`src/rtl/onchip_arb_pkg.sv`:
```
// Shared definitions for the on-chip RAM arbiter: master indices, owner states and
// default bus widths.
package onchip_arb_pkg;

  localparam int unsigned M_CPU    = 0;
  localparam int unsigned M_SERDES = 1;

  localparam int unsigned ADDR_W_DEFAULT = 10;
  localparam int unsigned DATA_W_DEFAULT = 32;

  typedef enum logic [1:0] {
    IDLE = 2'd0,
    OWN0 = 2'd1,
    OWN1 = 2'd2
  } owner_e;

endpackage

```
`src/rtl/rr_arb2.sv`:
```
// Two-requester round-robin arbiter. The current owner may keep the bus for up to
// MAX_BURST consecutive grants while the other requester waits.
module rr_arb2
  import onchip_arb_pkg::*;
#(
  parameter int unsigned MAX_BURST = 4
) (
  input  logic       clk,
  input  logic       reset_n,
  input  logic [1:0] req,
  output logic [1:0] grant,
  output owner_e     owner
);

  localparam logic [3:0] MaxBurst = 4'(MAX_BURST);

  owner_e     state_q, state_d;
  logic       last_q, last_d;
  logic [3:0] cnt_q, cnt_d;
  logic       owner_keeps;

  assign owner = state_q;

  always_comb begin
    grant       = 2'b00;
    state_d     = state_q;
    last_d      = last_q;
    cnt_d       = cnt_q;
    owner_keeps = (state_q != IDLE) && (cnt_q < MaxBurst);

    unique case (req)
      2'b01:   grant = 2'b01;
      2'b10:   grant = 2'b10;
      2'b11: begin
        if (owner_keeps) grant = (state_q == OWN1) ? 2'b10 : 2'b01;
        else             grant = last_q ? 2'b01 : 2'b10;
      end
      default: grant = 2'b00;
    endcase

    if (grant[0]) begin
      state_d = OWN0;
      last_d  = 1'b0;
      if (state_q != OWN0)     cnt_d = 4'd1;
      else if (cnt_q < MaxBurst) cnt_d = cnt_q + 4'd1;
    end else if (grant[1]) begin
      state_d = OWN1;
      last_d  = 1'b1;
      if (state_q != OWN1)     cnt_d = 4'd1;
      else if (cnt_q < MaxBurst) cnt_d = cnt_q + 4'd1;
    end else begin
      state_d = IDLE;
      cnt_d   = 4'd0;
    end
  end

  // last_q resets to master 1 so that master 0 wins the first tie.
  always_ff @(posedge clk or negedge reset_n) begin
    if (!reset_n) begin
      state_q <= IDLE;
      last_q  <= 1'b1;
      cnt_q   <= 4'd0;
    end else begin
      state_q <= state_d;
      last_q  <= last_d;
      cnt_q   <= cnt_d;
    end
  end

endmodule

```
`src/rtl/onchip_mem_arbiter.sv`:
```
// Shares the single-port on-chip RAM between the NIOS data master (0) and the SERDES
// engine (1); one access per clock, read data steered back via a one-cycle tag.
module onchip_mem_arbiter
  import onchip_arb_pkg::*;
#(
  parameter int unsigned ADDR_W    = ADDR_W_DEFAULT,
  parameter int unsigned DATA_W    = DATA_W_DEFAULT,
  parameter int unsigned MAX_BURST = 4
) (
  input  logic                clk,
  input  logic                reset_n,
  input  logic [ADDR_W-1:0]   m0_address,
  input  logic                m0_read,
  input  logic                m0_write,
  input  logic [DATA_W-1:0]   m0_writedata,
  input  logic [DATA_W/8-1:0] m0_byteenable,
  output logic                m0_waitrequest,
  output logic [DATA_W-1:0]   m0_readdata,
  output logic                m0_readdatavalid,
  input  logic [ADDR_W-1:0]   m1_address,
  input  logic                m1_read,
  input  logic                m1_write,
  input  logic [DATA_W-1:0]   m1_writedata,
  input  logic [DATA_W/8-1:0] m1_byteenable,
  output logic                m1_waitrequest,
  output logic [DATA_W-1:0]   m1_readdata,
  output logic                m1_readdatavalid,
  output logic [ADDR_W-1:0]   mem_address,
  output logic                mem_chipselect,
  output logic                mem_write,
  output logic [DATA_W-1:0]   mem_writedata,
  output logic [DATA_W/8-1:0] mem_byteenable,
  output logic                mem_clken,
  input  logic [DATA_W-1:0]   mem_readdata
);

  logic       active_q;
  logic [1:0] req;
  logic [1:0] grant;
  owner_e     owner;
  logic       granted;
  logic       win_read;
  logic       win_write;
  logic       rd_pend_q;
  logic       rd_owner_q;

  // Holds off all requests for the first cycle after reset release.
  always_ff @(posedge clk or negedge reset_n) begin
    if (!reset_n) active_q <= 1'b0;
    else          active_q <= 1'b1;
  end

  assign req = {m1_read | m1_write, m0_read | m0_write} & {2{active_q}};

  rr_arb2 #(
    .MAX_BURST(MAX_BURST)
  ) u_arb (
    .clk    (clk),
    .reset_n(reset_n),
    .req    (req),
    .grant  (grant),
    .owner  (owner)
  );

  assign granted = |grant;

  always_comb begin
    if (grant[M_SERDES]) begin
      mem_address    = m1_address;
      mem_writedata  = m1_writedata;
      mem_byteenable = m1_byteenable;
      win_read       = m1_read;
      win_write      = m1_write;
    end else begin
      mem_address    = m0_address;
      mem_writedata  = m0_writedata;
      mem_byteenable = m0_byteenable;
      win_read       = m0_read;
      win_write      = m0_write;
    end
  end

  assign mem_chipselect = granted;
  assign mem_write      = granted & win_write;
  assign mem_clken      = active_q;

  assign m0_waitrequest = ~grant[M_CPU];
  assign m1_waitrequest = ~grant[M_SERDES];

  // A read with write also asserted is serviced as a write, so it returns no data.
  always_ff @(posedge clk or negedge reset_n) begin
    if (!reset_n) begin
      rd_pend_q  <= 1'b0;
      rd_owner_q <= 1'b0;
    end else begin
      rd_pend_q  <= granted & win_read & ~win_write;
      rd_owner_q <= grant[M_SERDES];
    end
  end

  assign m0_readdatavalid = rd_pend_q & ~rd_owner_q;
  assign m1_readdatavalid = rd_pend_q & rd_owner_q;
  assign m0_readdata      = mem_readdata;
  assign m1_readdata      = mem_readdata;

  proto_err_a : assert property (@(posedge clk) disable iff (!reset_n)
      !(m0_read && m0_write) && !(m1_read && m1_write))
    else $warning("master asserted read and write together; serviced as a write");

  owner_track_a : assert property (@(posedge clk) disable iff (!reset_n)
      (grant[M_CPU] |=> owner == OWN0) and (grant[M_SERDES] |=> owner == OWN1) and
      (!granted |=> owner == IDLE));

endmodule
```
`config.mk`:
```
export PLATFORM = sky130hd
export DESIGN_NAME = onchip_mem_arbiter
export DESIGN_NICKNAME = d
export VERILOG_FILES = /design/src/rtl/onchip_arb_pkg.sv /design/src/rtl/rr_arb2.sv /design/src/rtl/onchip_mem_arbiter.sv
export SDC_FILE = /design/constraint.sdc
export NUM_CORES = 1
export LEC_CHECK = 0
export CAP_MARGIN = 10
export CORE_MARGIN = 10
export CORE_UTILIZATION = 24
export CTS_BUF_LIST = sky130_fd_sc_hd__clkbuf_4
export DETAILED_ROUTE_END_ITERATION = 12
export PLACE_DENSITY = 0.92
export SYNTH_ARGS = -nofsm -noshare
export SYNTH_HDL_FRONTEND = slang
export SYNTH_SLANG_ARGS = --single-unit
```
`constraint.sdc`:
```
create_clock -name clk -period 2.59 [get_ports clk]
set_input_delay 0.518 -clock clk [delete_from_list [all_inputs] [get_ports clk]]
set_output_delay 0.518 -clock clk [all_outputs]
set_load 0.1 [all_outputs]
```
* Yosys cells after proc, flatten, opt, wreduce, memory -nomap -nowiden
Cells that the tools add are included.
Operators by class: add/sub/neg operators 1, order comparisons 1, equal/unequal tests 6, muxes and demuxes 18, bitwise operators 12, reductions and logical operators 4
Operators by type and width (count):
- two-way mux 32 bit | 1
- two-way mux 4 bit | 6
- two-way mux 10 bit | 1
- two-way mux 2 bit | 5
- == test 2 bit (second input constant) | 3
- case mux 2 bit (3 select lines) | 1
- AND 1 bit | 5
- adder 4 x 1 -> 4 bit (second input constant) | 1
- less-than comparator 4 x 3 -> 1 bit (second input constant) | 1
- two-way mux 1 bit | 4
- inverter 1 bit | 4
- nonzero test 2 bit | 2
- AND 2 bit | 1
- == test 2 x 1 -> 1 bit (second input constant) | 1
- inequality test 2 x 1 -> 1 bit (second input constant) | 1
- inequality test 2 bit (second input constant) | 1
- OR 1 bit | 2
- OR reduction 2 bit | 1
- logical AND 1 bit | 1
Word-level totals: register bits after elaboration 10, input port bits 130, output and inout port bits 117, word-level logic and storage cells 48

* Longest topological paths before layout
Gate-level depths: netlist (run 1).
word-level depth 7, gate-level depth with buffers 7, depth with buffers taken out 5

* Hierarchy
A second synthesis (run 1) with hierarchy kept.
Second synthesis, totals: cells, all modules 170, area total of the unflattened synthesis 1809.2 µm²
By module, submodules not included:
- onchip_mem_arbiter | instances 1, cells each 133, area an instance 1418.9 µm², sequential area each 75.1 µm²
- rr_arb2 | instances 1, cells each 37, area an instance 390.4 µm², sequential area each 176.4 µm²

* Least setup slack after synthesis (run 1)
OpenSTA, ideal clock, no wires.
path kind register to output, start register active_q (netlist: mem_clken), end output port mem_writedata[10], arrival 2.482 ns, required time 2.072 ns, path slack -0.410 ns, stages on the path, launching flop included 8, buffers on the path 2, cell sequence dfrtp_1 > o21a_1 > o221ai_4 > inv_2 > buf_2 > buf_2 > nand2_1 > nand2_1
Between the ends: word-level cells in the longest chain between the ends 4, elaborated cells on any way between the ends 6, those cells by class 3 x eq/ne; 2 x mux; 1 x bitwise
Ends and longest elaborated chain:
- start: declaration | RTL line onchip_mem_arbiter.sv:37 | logic active_q;
- start signal: assignment | RTL line onchip_mem_arbiter.sv:49 | if (!reset_n) active_q <= 1'b0;
- start signal: assignment | RTL line onchip_mem_arbiter.sv:50 | else active_q <= 1'b1;
- AND 2 bit * | RTL line onchip_mem_arbiter.sv:53 | assign req = {m1_read | m1_write, m0_read | m0_write} & {2{active_q}};
- == test 2 bit / == test 2 x 1 -> 1 bit (equally long branches) | RTL line rr_arb2.sv:31 | unique case (req)
- case mux 2 bit (3 select lines) * | RTL line rr_arb2.sv:31
- two-way mux 32 bit * | RTL line onchip_mem_arbiter.sv:68 | if (grant[M_SERDES]) begin
- end: declaration | RTL line onchip_mem_arbiter.sv:31 | output logic [DATA_W-1:0] mem_writedata,
Mark *: on every way between the ends. The rest lies on a longest branch, timed or not.

* Worst setup path in the final report (run 1)
start register u_arb.cnt_q[2], end output port mem_writedata[4]
Between the ends: word-level cells in the longest chain between the ends 5
Ends and longest elaborated chain:
- start: declaration | RTL line rr_arb2.sv:19 | logic [3:0] cnt_q, cnt_d;
- start signal: assignment | RTL line rr_arb2.sv:66 | cnt_q <= cnt_d;
- less-than comparator 4 x 3 -> 1 bit | RTL line rr_arb2.sv:29 | owner_keeps = (state_q != IDLE) && (cnt_q < MaxBurst);
- logical AND 1 bit | RTL line rr_arb2.sv:29
- two-way mux 2 bit | RTL line rr_arb2.sv:35 | if (owner_keeps) grant = (state_q == OWN1) ? 2'b10 : 2'b01;
- case mux 2 bit (3 select lines) | RTL line rr_arb2.sv:31
- two-way mux 32 bit | RTL line onchip_mem_arbiter.sv:68
No other way between the ends.

==> metrics.yaml, run 1 <==
run_status:
  run_status: "finished, final reports clean"
final_layout:
  stdcell_area_um2: 3689
  final_cell_mix: "93 x clkdlybuf4s50_1, 88 x nand2_1, 53 x buf_12"
  final_util_pct: 57.43
  drive_gt1_share_pct: 39.14
  final_common_cell: "clkdlybuf4s50_1"
  areaGrowthSynthToFinish_pct: 130.0
  antenna_cells: 0
  fillCellCount: 522
  nNetsFinal: 505
timing:
  setup_viol: 0
  period_needed_ps: 2560
  hold_viol_final: 0
  slew_viol_final: 0
  finClkSkew_ps: 10.84
  rsz0062_at_grt: "true"
  finalCritPeriodShare_pct: 98.85
  whs_ps: 537.5
  clock.fmax_ghz: 0.3906
grt:
  overflow: 0
  grt_max_degree: 31
  grtUsageTotal_pct: 14.39
  grt_pass1_vias: 2234
  antenna_found_initial: 0
  grt_first_pass_wirelength_mm: 11.81
placement:
  io_buffer_count: 150
  hpwl_mm: 6.320
  postPlaceCellArea_um2: 3372
  finalWeightedCongestion: 0.7847
floorplanning:
  die_area_um2: 10350
  die_h_um: 101.8
  io-pin-count: 247
  core_um2: 6422
  die_w_um: 101.8
  rows: 29
  initial_core_util_pct: 24.98
power:
  internal-power_mw: 1.153
  pwr-share-clk_pct: 4.6
  power_mw: 2.671
  seqPwrFrac_pct: 7.4
  peakVddDrop_mv: 0.4821
  combPwrFrac_pct: 88.0
  power_density_nw_per_um2: 724.2
  p_leak_nw: 1.746
  netSwitchingPower_mw: 1.518
  power.share.switching_pct: 56.82
synth:
  synth_warnings: 0
  synthCells: 266
  syn_nets: 397
  ys_types: 31
  ys_seq_area_share_pct: 15.68
  synth-seq-cells: 10
  syn_area_um2: 1604
  syn_avg_cell_area_um2: 6.030
clocking:
  clkTransAtPathRegs_ps: 70
  clk_path_buf_depth: 2
  insertion_delay_ps: 260
  cts_made_buffers: 3
  cts.sink_count: 10
  htree_num_levels: 1
  cts_tree: "yes"
  cts-root-buf: "clkbuf_4"
worst_setup_path:
  path_class: "reg2out"
  crit_fanout: 12
  timing.critical_path.buf_inv: 4
  rr_worst_depth: 7
  crit_chain: "or3b_4, o221ai_4, buf_6, buf_12, buf_16, nand2_1, nand2_2, buf_12"
  crit_arrival_ps: 2040
  critPathTopFamily: "simple AND/OR/NAND/NOR gates"
  cp_slowest_stage_delay_ps: 420
  setup.worst_path.start_class: "flip-flop"
  cp.depth: 8
  cp_common_cell: "buf_12"
  slowest_stage: "or3b_4"
  critPathCaptureType: "output pin"
  required_ps: 2070
routing:
  post-route-drc-count: 0
  drt-pass1-iter-count: 4
  wl_met1_mm: 2.553
  wirelength_mm: 8.024
  vias: 2023
  highest_layer: "met4"
  wl_per_cell_um: 17.83
  met2_wirelength_mm: 4.092
  drtIter0Drc: 44
  route.met3.wl_mm: 1.074
  drt-vias-per-instance: 4.496
  drtAntennaViolNets: 0
min_path:
  whs_path_depth: 1
  hp-class: "reg2reg"
run:
  cap_violations: 0
-- cell families after synthesis --
| logic type | after synthesis | synth area share (%) |
|---|---|---|
| buf+inv | 80 | 34.40 |
| flops | 10 | 15.68 |
| other cells | 1 | 0.2338 |
| xor+xnor | 1 | 0.5461 |
| fa+ha+maj | 1 | 0.7799 |
| compound gates | 18 | 9.361 |
| simple gates | 155 | 39.00 |
-- synthesized netlist by cell type (all sizes together) --
cell,count,share of area [%]
nor3b,1,0.78
clkbuf,3,0.70
nand2b,1,0.39
nand2,140,33
nor2,2,0.47
a31o,1,0.55
o21ai,3,0.94
a21oi,1,0.31
o221a,1,0.70
a21o,1,0.47
o21a,4,1.9
inv,6,1.4
nor2b,4,1.6
a211oi,1,0.47
o221ai,1,1.6
o211ai,1,0.47
a32o,1,0.62
xnor2,1,0.55
a21boi,2,0.94
and3,1,0.39
conb,1,0.23
or2,2,0.78
dfrtp,9,14
dfstp,1,1.6
or3b,1,0.70
a31oi,1,0.39
and2,3,1.2
ha,1,0.78
buf,71,32
-- power groups by stage --
stage,registers [mW],clock network [mW],logic (mW)
CTS,0.196,0.125,2.31
global route,0.200,0.136,2.45
finish,0.197,0.122,2.35
detailed placement,0.198,0,2.20
floorplan,0.199,0,1.78
global placement,0.197,0,2.18
-- flip-flops by register name (all words and copies together) (netlist names) --
| signal | flops |
|---|---|
| mem_clken | 1 |
| rd_owner_q | 1 |
| rd_pend_q | 1 |
| u_arb.cnt_q | 4 |
| u_arb.last_q | 1 |
| u_arb.owner | 2 |
-- worst reg2reg max path: stages, from the launching register on --
cell      delay (ps)
dfrtp_1          400
or3b_4           420
o221ai_4         230
buf_4            180
inv_8             50
buf_4            160
a32o_1           240
and2_1           160
-- final timing paths --
| path | start | end | slack (ps) |
|---|---|---|---|
| worst min-delay path | u_arb.last_q$_DFFE_PN1P_ | u_arb.last_q$_DFFE_PN1P_ | 540 |
| worst min register to register | u_arb.last_q$_DFFE_PN1P_ | u_arb.last_q$_DFFE_PN1P_ | 540 |
| min in group asynchronous | reset_n | rd_owner_q$_DFF_PN0_ | 570 |
| max in group asynchronous | reset_n | mem_clken$_DFF_PN0_ | 1660 |
| worst max-delay path | u_arb.cnt_q[2]$_DFF_PN0_ | mem_writedata[4] | 30 |
| worst max register to register | u_arb.cnt_q[2]$_DFF_PN0_ | u_arb.cnt_q[3]$_DFF_PN0_ | 650 |
-- per-stage QoR --
stage,setup WS (ps),cells,setup TNS (ps)
after floorplan,-46.39,266,-371.1
after global placement,-50.86,430,-806.9
after detailed placement,-42.31,430,-796.3
after CTS,-20.98,444,-248.2
after global routing,-64.97,450,-1995
final,29.72,450,0
-- per-layer routing --
metal / up-vias / global-route usage (%)
li1: 970 / -
met1: 900 / 12.54
met2: 120 / 25.70
met3: 33 / 8.373
met4: 0 / 7.591
met5: - / 0
-- repair_timing --
action | in CTS | in global routing
pin swaps | 2 | 14
setup buffers | 7 | 5
gates cloned | 3 | 2
hold buffers | 0 | 0
resized for setup | 10 | 19
setup endpoints to repair | 46 | 46
-- layout make-up --
class	instances	area [um2]	share of cell area, %
clock buffers	4	30.03	0.8141
inverters	6	30.03	0.8141
multi-input cells	176	947.2	25.68
flip-flops and latches	10	252.7	6.852
well taps	77	96.34	2.612
repair buffers	177	2332	63.23
(Power assumes the default switching activity.)
==> run 2: changes to the inputs <==
--- a/config.mk
+++ b/config.mk
@@ -10,7 +10,9 @@
 export CORE_UTILIZATION = 24
 export CTS_BUF_LIST = sky130_fd_sc_hd__clkbuf_4
 export DETAILED_ROUTE_END_ITERATION = 12
+export GPL_ROUTABILITY_DRIVEN = 0
 export PLACE_DENSITY = 0.92
+export SLEW_MARGIN = 20
 export SYNTH_ARGS = -nofsm -noshare
 export SYNTH_HDL_FRONTEND = slang
 export SYNTH_SLANG_ARGS = --single-unit
==> results of run 2 <==
The final DEF is identical to that of run 1; final timing and power are the same.
==> run 3: changes to the inputs <==
--- a/config.mk
+++ b/config.mk
@@ -5,10 +5,12 @@
 export SDC_FILE = /design/constraint.sdc
 export NUM_CORES = 1
 export LEC_CHECK = 0
+export ABC_AREA = 1
 export CAP_MARGIN = 10
 export CORE_MARGIN = 10
 export CORE_UTILIZATION = 24
 export CTS_BUF_LIST = sky130_fd_sc_hd__clkbuf_4
+export CTS_CLUSTER_DIAMETER = 60
 export DETAILED_ROUTE_END_ITERATION = 12
 export GPL_ROUTABILITY_DRIVEN = 0
 export PLACE_DENSITY = 0.92
==> run 3 against run 2 <==
  * Non-clock buffer count fell by 16
  * Die area shrank 0.12%
  * Fmax rose by 4.0%
  * Final area shrank 3.2%
  * Clock power shrank 4%
  * Count of clock-buffer cells in the layout down 1
  * Critical path type unchanged
  * Final cell count fell by 0.89%
  * Total power is 20% lower
  * Area after synthesis shrank 0.16%
==> metrics.yaml, run 3 <==
run_status:
  run_status: "finished, final reports clean"  # unchanged
synth:
  ys_top_cells_by_count: "154 x nand2_1, 64 x buf_4, 10 x inv_1, 9 x dfrtp_1, 8 x o21ai_0"  # was 140 x nand2_1, 65 x buf_4, 9 x dfrtp_1, 6 x buf_2, 5 x inv_1
  synth_top_area_share_pct: 36.09  # was 32.76%
  ys_seq_area_share_pct: 15.70  # was 15.68%
  synth-seq-cells: 10  # unchanged
  syn_area_um2: 1602  # was 1604 um2
  ys_types: 22  # was 31
  yosysTopAreaCell: "nand2_1"  # unchanged
  syn_nets: 409  # was 397
  syn_avg_cell_area_um2: 5.761  # was 6.030 um2
  synth.area.top_cells: "nand2_1 36%, buf_4 30%, dfrtp_1 14%"  # was nand2_1 33%, buf_4 30%, dfrtp_1 14%
  synth_top_flop_cell: "dfrtp_1"  # unchanged
  synth_warnings: 0  # unchanged
  synthCells: 278  # was 266
  synth-edff-count: 0  # unchanged
  async_reset_ff_share_pct: 100.0  # unchanged
  synth.most_common_cell: "nand2_1"  # unchanged
final_layout:
  regArea_um2: 254.0  # was 252.7 um2
  stdcell_area_um2: 3572  # was 3689 um2
  drive_gt1_share_pct: 35.50  # was 39.14%
  fillCellCount: 516  # was 522
  areaGrowthSynthToFinish_pct: 123.0  # was 130.0%
  final_cell_mix: "102 x nand2_1, 93 x clkdlybuf4s50_1, 54 x buf_12"  # was 93 x clkdlybuf4s50_1, 88 x nand2_1, 53 x buf_12
  largest_register_ffs: 4  # unchanged
  largest_register: "u_arb.cnt_q"  # unchanged
  multi_input_area_um2: 977.2  # was 947.2 um2
  stdcell_count: 446  # was 450
  antenna_cells: 0  # unchanged
  final_common_cell: "nand2_1"  # was clkdlybuf4s50_1
  nNetsFinal: 501  # was 505
timing:
  whs_ps: 512.8  # was 537.5 ps
  setup_viol: 0  # unchanged
  finClkSkew_ps: 7.333  # was 10.84 ps
  rsz0062_at_grt: "false"  # was true
  hold_viol_final: 0  # unchanged
  finalCritPeriodShare_pct: 95.04  # was 98.85%
  period_needed_ps: 2462  # was 2560 ps
  slew_viol_final: 0  # unchanged
  clock.fmax_ghz: 0.4062  # was 0.3906 GHz
  tns_ps: 0  # unchanged
worst_setup_path:
  setup.worst_path.start_class: "flip-flop"  # unchanged
  crit_fanout: 15  # was 12
  rr_worst_depth: 7  # unchanged
  cp_common_cell: "nand2_1"  # was buf_12
  crit_arrival_ps: 1940  # was 2040 ps
  required_ps: 2070  # about the same
  slowest_stage: "dfrtp_2"  # was or3b_4
  path_class: "reg2out"  # unchanged
  cp_slowest_stage_delay_ps: 450  # was 420 ps
  crit_chain: "nor2_4, nand2_1, nand2_1, nand3_4, nand2_8, inv_4, bufbuf_16, nand2_1, nand2_2, buf_12"  # was or3b_4, o221ai_4, buf_6, buf_12, buf_16, nand2_1, nand2_2, buf_12
  critPathCaptureType: "output pin"  # unchanged
clocking:
  cts_hold_buf: 0  # unchanged
  htree_num_levels: 1  # unchanged
  clkTransAtPathRegs_ps: 80  # was 70 ps
  cts.sink_count: 10  # unchanged
  clk_path_buf_depth: 2  # unchanged
  insertion_delay_ps: 270  # was 260 ps
  cts_made_buffers: 3  # unchanged
  cts_tree: "yes"  # unchanged
  cts-root-buf: "clkbuf_4"  # unchanged
floorplanning:
  core_um2: 6422  # unchanged
  die_h_um: 101.7  # was 101.8 um
  die_area_um2: 10340  # was 10350 um2
  initial_core_util_pct: 24.94  # was 24.98%
  die_w_um: 101.7  # was 101.8 um
  rows: 29  # unchanged
  io-pin-count: 247  # unchanged
min_path:
  whs_path_depth: 2  # was 1
  hp-class: "reg2reg"  # unchanged
routing:
  post-route-drc-count: 0  # unchanged
  drt-pass1-iter-count: 6  # was 4
  vias: 2021  # was 2023
  drtIter0Drc: 50  # was 44
  wirelength_mm: 7.675  # was 8.024 mm
  drt-vias-per-instance: 4.531  # was 4.496
  wl_per_cell_um: 17.21  # was 17.83 um
  drtAntennaViolNets: 0  # unchanged
grt:
  overflow: 0  # unchanged
  grt_pass1_vias: 2334  # was 2234
  grtUsageTotal_pct: 14.34  # was 14.39%
  grt_first_pass_wirelength_mm: 11.94  # was 11.81 mm
  grt_max_degree: 19  # was 31
  antenna_found_initial: 0  # unchanged
placement:
  dp_cells: 438  # was 430
  hpwl_mm: 6.252  # was 6.320 mm
  postPlaceCellArea_um2: 3425  # was 3372 um2
  io_buffer_count: 150  # unchanged
power:
  p_leak_nw: 1.718  # was 1.746 nW
  power_mw: 2.147  # was 2.671 mW
  power_density_nw_per_um2: 600.9  # was 724.2 nW/um2
  peakVddDrop_mv: 0.4113  # was 0.4821 mV
run:
  cap_violations: 0  # unchanged
-- run 3: what timing repair did --
item | in CTS | in global routing
resized for setup | 15 | 3
setup buffers | 2 | 0
gates cloned | 2 | 0
setup endpoints to repair | 21 | 23
pin swaps | 4 | 1
endpoints found under the hold margin | 0 | 0
-- run 3: stage by stage --
step | util [%] | worst slack [ps]
after detailed placement | 53.32 | -28.14
after floorplan | - | -121.5
after CTS | 55.52 | 52.92
final | 55.62 | 128.4
after global placement | 53.32 | 21.57
after global routing | 55.62 | 5.245
-- run 3: worst max-delay path, delay by kind of cell (launching register included) --
kind	cells	cell delay, ps
DFF	1	450
and+or+nand+nor	7	700
buffers and inverters	3	500
-- run 3: power by group --
part / internal, mW / total [mW] / switching (mW)
clock: 0.0558 / 0.117 / 0.0607
combinational: 0.686 / 1.85 / 1.16
sequential: 0.174 / 0.185 / 0.0112
total: 0.915 / 2.15 / 1.23
-- run 3: logic make-up (layout without fill, tap and decap cells) --
| kind of cell | count (synthesis) | after routing | synth area share [%] |
|---|---|---|---|
| flops | 10 | 10 | 15.70 |
| compound gates | 11 | 11 | 3.750 |
| other cells | 1 | 1 | 0.2342 |
| buf+inv | 85 | 176 | 36.87 |
| xor+xnor | 1 | 1 | 0.5470 |
| simple gates | 169 | 169 | 42.11 |
| fa+ha+maj | 1 | 1 | 0.7811 |
-- run 3: layout make-up --
cell class	count	area share (%)
clock inverter	1	0.1051
sequential	10	7.110
timing repair buffer	161	60.88
tap	77	2.697
inverter	11	1.226
multi-input combinational	183	27.36
clock buffer	3	0.6305
-- run 3: path summary, 6_finish.rpt --
| path | slack, ps | end | startpoint |
|---|---|---|---|
| setup / recovery | 130 | mem_address[4] | u_arb.cnt_q[3]$_DFF_PN0_ |
| setup reg to reg | 1030 | u_arb.cnt_q[3]$_DFF_PN0_ | u_arb.cnt_q[3]$_DFF_PN0_ |
| hold / removal | 510 | u_arb.last_q$_DFFE_PN1P_ | u_arb.last_q$_DFFE_PN1P_ |
| min in group asynchronous | 560 | u_arb.cnt_q[1]$_DFF_PN0_ | reset_n |
| hold reg to reg | 510 | u_arb.last_q$_DFFE_PN1P_ | u_arb.last_q$_DFFE_PN1P_ |
| max in group asynchronous | 1680 | u_arb.last_q$_DFFE_PN1P_ | reset_n |
-- run 3: layer usage --
metal / share of wire (%) / GRT usage (%)
met4: 3.4 / 6.051
met1: 30 / 13.05
met3: 15 / 8.850
met5: 0 / 0
met2: 52 / 25.20
